## config.mk

```make
export PLATFORM = sky130hd
export DESIGN_NAME = raster_engine
export DESIGN_NICKNAME = d
export VERILOG_FILES = /design/src/rtl/raster_pkg.sv /design/src/rtl/raster_wrap_cnt.sv /design/src/rtl/raster_engine.sv
export SDC_FILE = /design/constraint.sdc
export NUM_CORES = 1
export LEC_CHECK = 0
export BUFFER_PORTS_ARGS = -buffer_cell sky130_fd_sc_hd__buf_2
export CORE_MARGIN = 2
export CORE_UTILIZATION = 23
export CTS_BUF_LIST = sky130_fd_sc_hd__clkbuf_4 sky130_fd_sc_hd__clkbuf_8 sky130_fd_sc_hd__clkbuf_16
export CTS_CLUSTER_SIZE = 30
export DETAILED_ROUTE_END_ITERATION = 6
export PLACE_DENSITY_LB_ADDON = 0.25
export SLEW_MARGIN = 25
export SYNTH_ARGS = -nofsm -noshare
export SYNTH_HDL_FRONTEND = slang
export SYNTH_HIERARCHICAL = 1
export SYNTH_SLANG_ARGS = --single-unit
```

## constraint.sdc

```tcl
create_clock -name clk -period 8.62 [get_ports clk]
set_clock_uncertainty 0.2 [all_clocks]
set_input_delay 0.862 -clock clk [delete_from_list [all_inputs] [get_ports clk]]
set_output_delay 0.862 -clock clk [all_outputs]
set_load 0.02 [all_outputs]
```

## src/rtl/raster_pkg.sv

```systemverilog
// raster_pkg: shared state encoding and default widths for the raster engine.
package raster_pkg;
    typedef enum logic [1:0] {IDLE, PRIME, CALC, FLUSH} raster_state_t;
    localparam int DEF_XW        = 12;
    localparam int DEF_YW        = 12;
    localparam int DEF_MAX_EXTRA = 3;
endpackage

```

## src/rtl/raster_wrap_cnt.sv

```systemverilog
// raster_wrap_cnt: counter stepping on en, returning to 0 after reaching limit.
module raster_wrap_cnt #(
    parameter int W = 12
)(
    input  logic         clk,
    input  logic         rst,
    input  logic         clr,
    input  logic         en,
    input  logic [W-1:0] limit,
    output logic [W-1:0] value,
    output logic         wrap
);
    assign wrap = en && value == limit;
    always_ff @(posedge clk) begin
        if (rst || clr)
            value <= '0;
        else if (en)
            value <= wrap ? '0 : value + W'(1);
    end
endmodule

```

## src/rtl/raster_engine.sv

```systemverilog
// raster_engine: frame raster sequencer running prime, output and flush rows.
// Define RASTER_ENGINE_ABORT_EN to add the abort input that kills a frame.
module raster_engine
    import raster_pkg::*;
#(
    parameter int XW        = DEF_XW,
    parameter int YW        = DEF_YW,
    parameter int MAX_EXTRA = DEF_MAX_EXTRA
)(
    input  logic                           clk,
    input  logic                           rst,
    input  logic                           start,
    input  logic [XW-1:0]                  cfg_width,
    input  logic [YW-1:0]                  cfg_height,
    input  logic [$clog2(MAX_EXTRA+1)-1:0] cfg_pre,
    input  logic [$clog2(MAX_EXTRA+1)-1:0] cfg_post,
    input  logic                           pix_ready,
    output logic                           pix_valid,
    output logic [XW-1:0]                  pix_x,
    output logic [YW-1:0]                  pix_y,
    output logic                           row_start,
    output logic                           frame_done,
    output logic                           idle
`ifdef RASTER_ENGINE_ABORT_EN
    ,
    input  logic                           abort
`endif
);
    localparam int PW = $clog2(MAX_EXTRA + 1);

    raster_state_t state;
    logic [XW-1:0] width_q, x_val;
    logic [YW-1:0] height_q, row_val, row_limit;
    logic [PW-1:0] pre_q, post_q;
    logic          x_en, x_wrap, row_wrap, kill;

`ifdef RASTER_ENGINE_ABORT_EN
    assign kill = abort && state != IDLE;
`else
    assign kill = 1'b0;
`endif

    assign x_en = state == PRIME || state == FLUSH || (state == CALC && pix_ready);

    // one row counter serves all three phases; it returns to 0 at each phase end
    always_comb row_limit = state == PRIME ? YW'(pre_q) - YW'(1) :
                            state == CALC  ? height_q - YW'(1) :
                                             YW'(post_q) - YW'(1);

    raster_wrap_cnt #(.W(XW)) u_x (
        .clk(clk), .rst(rst), .clr(kill), .en(x_en),
        .limit(width_q - XW'(1)), .value(x_val), .wrap(x_wrap)
    );

    raster_wrap_cnt #(.W(YW)) u_row (
        .clk(clk), .rst(rst), .clr(kill), .en(x_wrap),
        .limit(row_limit), .value(row_val), .wrap(row_wrap)
    );

    assign pix_x = x_val;
    assign pix_y = pix_valid ? row_val : '0;

    always_ff @(posedge clk) begin
        if (rst) begin
            state      <= IDLE;
            width_q    <= '0;
            height_q   <= '0;
            pre_q      <= '0;
            post_q     <= '0;
            pix_valid  <= 1'b0;
            row_start  <= 1'b0;
            frame_done <= 1'b0;
            idle       <= 1'b1;
        end else if (kill) begin
            state      <= IDLE;
            pix_valid  <= 1'b0;
            row_start  <= 1'b0;
            frame_done <= 1'b0;
            idle       <= 1'b1;
        end else begin
            row_start  <= x_wrap;
            frame_done <= 1'b0;
            case (state)
                IDLE: if (start && cfg_width != '0 && cfg_height != '0) begin
                    width_q   <= cfg_width;
                    height_q  <= cfg_height;
                    pre_q     <= cfg_pre;
                    post_q    <= cfg_post;
                    state     <= cfg_pre != '0 ? PRIME : CALC;
                    pix_valid <= cfg_pre == '0;
                    row_start <= 1'b1;
                    idle      <= 1'b0;
                end
                PRIME: if (row_wrap) begin
                    state     <= CALC;
                    pix_valid <= 1'b1;
                end
                CALC: if (row_wrap) begin
                    state      <= post_q != '0 ? FLUSH : IDLE;
                    pix_valid  <= 1'b0;
                    row_start  <= post_q != '0;
                    frame_done <= post_q == '0;
                    idle       <= post_q == '0;
                end
                FLUSH: if (row_wrap) begin
                    state      <= IDLE;
                    row_start  <= 1'b0;
                    frame_done <= 1'b1;
                    idle       <= 1'b1;
                end
                default: state <= IDLE;
            endcase
        end
    end
endmodule
```

==> summary.md <==
| Metric | Value |
|---|---|
| Outcome | `finished clean` |
| Share of the synthesized area in the top cell type | `31.7%` |
| Flop pwr share | `29.5%` |
| Final core utilization | `28.1%` |
| I/O Buffers | `59` |
| Total CTS buffers | `9` |
| Syn. warnings | `6` |
| Final net count | `541` |
| Fill cell count | `1716` |
| RSZ-0062 raised after global routing | `no` |
| Crit. End Element | `flop` |
| Startpoint types | `flop` |
| Number of global-route vias before repair | `3076` |
| Average size of a mapped cell | `8.12 um2` |
| Most used DFF post-synth | `dfxtp_1` |
| Ys async rst share | `0%` |
| Hold_ws | `291 ps` |
| Post-synth EDFFs | `0` |
| Min-delay worst type | `flop to flop` |
| Count of final setup violators | `0` |
| WL final | `10100 um` |
| CTS clk-pin slew, worst paths | `50 ps` |
| Root Buffer | `clkbuf_16` |
| Post-Place Worst Slack | `4520 ps` |
| Slowest-stage cell, CP | `nor4_4` |
| All-Layer GR Usage | `12.3%` |
| Synth cell types | `60` |
| Highest achievable clock rate | `266 MHz` |
| Power, Total | `1.14 mW` |
| Number of synthesized register bits | `58` |
| Crit path time final | `3760 ps` |
| Post_cts resized | `0` |
| Crit. Startpoint | `width_q[4]` |
| Int Pwr | `0.705 mW` |
| CTS tree | `built` |
| Slew headroom | `33.8%` |
| Clk_lat worst skew | `330 ps` |
| DRT antenna net count | `0` |
| Reg2Reg Depth | `13` |
| VDD IR max | `82.9 uV` |
| Switch Pwr | `0.431 mW` |
| Core box area | `15700 um2` |
| Pins Over Slew Limit | `0` |
| Seq/Total Area, Yosys | `31.7%` |
| Layout cells sized above 1 | `18.4%` |
| # Post-CTS Setup Buffers | `0` |
| Max clock buf depth | `2` |
| Slowest stage delay, CP | `460 ps` |
| Die H | `130 um` |
| Die area | `16900 um2` |
| Drt first pass iters | `4` |
| Syn-to-layout area delta | `20.4%` |
| Clock power share | `28.8%` |
| Crit Reg-Reg Startpoint | `width_q[4]` |
| Worst slew pin tran | `994 ps` |
| Syn Std Cell Area | `3660 um2` |
| CP Class | `flop to flop` |
| Initial Util | `23.3%` |
| Total grt overflow | `0` |
| Drt via density | `4.71` |
| Setup TNS | `0 ps` |
| Number of cells on the critical path | `13` |
| Cell Rows | `46` |
| Worst setup margin | `4860 ps` |
| Hold buffers post-CTS | `0` |
| Worst Path Required | `8630 ps` |
| R2r setup slk | `4860 ps` |
| Critical path's top delay family | `simple AND/OR/NAND/NOR gates` |
| Cell area power density | `258 nW/um2` |
| Post-Syn Instances | `451` |
| CP Max Fanout | `21` |
| Bufs and invs on worst path | `1` |
| CP cell instances | `nor4_1, nand3_1, nor4_1, xor2_1, xnor2_1, nand4_1, nor4_4, buf_4, nand2_1, nor4_4, nor2_1, nand3b_1, mux2_1` |
| Max Cap Violations | `0` |
| Area contributors post-synth | `dfxtp_1 (32%), xnor2_1 (7.7%), xor2_1 (6.2%), nand3_1 (5.6%), a21oi_1 (5.5%)` |
| Comb pwr share | `41.7%` |
| DR iter-0 viols | `182` |
| Vias | `3375` |
| Worst r2r dst | `state[0]` |
| Clock tree sinks | `58` |
| Final Cycle Share | `43.6%` |
| Ant diodes | `0` |
| Sw Share | `37.9%` |
| Static Leak | `1.69 nW` |
| Crit path to | `state[0]` |
| Routability-driven placement congestion ratio | `0.803` |
| Final Hold Vio Count | `0` |
| CP arrival | `3760 ps` |
| First-pass GRT wire length | `16400 um` |
| Top cell type by total area after synthesis | `dfxtp_1` |
| Dpl hpwl | `7510 um` |
| H-tree levels | `3` |
| DIE WIDTH | `130 um` |
| Wirelength per Cell | `14.0 um` |
| Largest net degree at the start of global routing | `40` |
| # DRC | `0` |
| # IOs | `60` |
| Antenna violations before repair | `0` |
[power by group through the flow]
stage	Sequential, mW	Clock [mW]	Combinational (mW)
after floorplan	0.336	0	0.377
after global placement	0.339	0	0.472
after detailed placement	0.341	0	0.477
after CTS	0.335	0.335	0.479
after global routing	0.342	0.345	0.536
final	0.335	0.327	0.474
[cell usage after synthesis, drive strengths merged, types with 2 or more instances]
library cell  number
or3                4
nand2b             5
nor3              25
and3               8
nand3b             3
nor4               8
buf               13
and2              13
ha                10
o31ai              5
o21ai             37
nand3             43
inv               15
or2                2
clkbuf            16
xnor2             32
dfxtp             58
o32ai              2
a31oi              2
o22ai              2
o311ai             2
xor2              26
nor3b              4
nor2              13
nand4              9
a211oi             2
nand2             20
nand4b             2
mux2i              2
and4               3
a21oi             40
or4                5
a21o               3
[layer usage]
layer	up-vias	routed length, um	global-route usage, %
li1	1717	-	-
met1	1580	5090	17.5
met2	66	4440	17.9
met3	12	316	1.89
met4	0	212	6.14
met5	-	0	0
[layout by cell type, fill, tap and decap left out, types with 6 or more instances in the layout]
master     count
buf_2         59
dfxtp_1       58
nand3_1       41
a21oi_1       40
xnor2_1       32
o21ai_1       31
xor2_1        26
nor3_1        25
nand2_1       20
inv_1         15
nor2_1        13
and2_1        13
ha_1          10
nand4_1        9
clkbuf_16      9
and3_1         8
o21ai_0        6
[state kept, by name, indices dropped and copies added (netlist names)]
name and flops:
pix_valid 1, pre_q 2, idle 1, post_q 2
width_q 12, state 2, row_start 1, u_x/value 12
frame_done 1, u_row/value 12, height_q 12
[worst min-delay path by stage]
stage / to / cells after the start / from / slack, ps
finish: post_q[1] / 2 / post_q[1] / 290
global route: post_q[1] / 2 / post_q[1] / 330
CTS: pre_q[1] / 2 / pre_q[1] / 300
detailed placement: pre_q[1] / 2 / pre_q[1] / 290
global placement: pre_q[1] / 2 / pre_q[1] / 280
floorplan: post_q[1] / 2 / post_q[1] / 260
[cell type report]
| cell class | count | area [um2] | share of cell area (%) |
|---|---|---|---|
| Sequential cell | 58 | 1160 | 26.3 |
| Tap cell | 216 | 270 | 6.13 |
| Timing Repair Buffer | 63 | 333 | 7.55 |
| Multi-Input combinational cell | 352 | 2320 | 52.6 |
| Clock buffer | 13 | 268 | 6.07 |
| Inverter | 15 | 56.3 | 1.28 |
[worst min-delay path, cell delays in order (launching register included)]
cell     delay, ps
dfxtp_1        310
o21ai_1         70
a21oi_1         60
[through the flow]
step,cells,cell area [um2]
2_1_floorplan,454,3670
3_3_place_gp,702,4120
3_5_place_dp,703,4130
4_1_cts,716,4400
5_1_grt,717,4410
6_report,717,4410
[kinds of logic after synthesis]
logic type | Yosys count | synth area share (%)
and+or+nand+nor | 170 | 26.9
AOI/OAI and AO/OA | 107 | 17.5
xor gates and xnor gates | 58 | 13.9
DFF | 58 | 31.7
buffers and inverters | 44 | 5.60
adders and majority gates | 10 | 3.42
muxes | 3 | 0.854
other | 1 | 0.102
(Power assumes the default switching activity.)
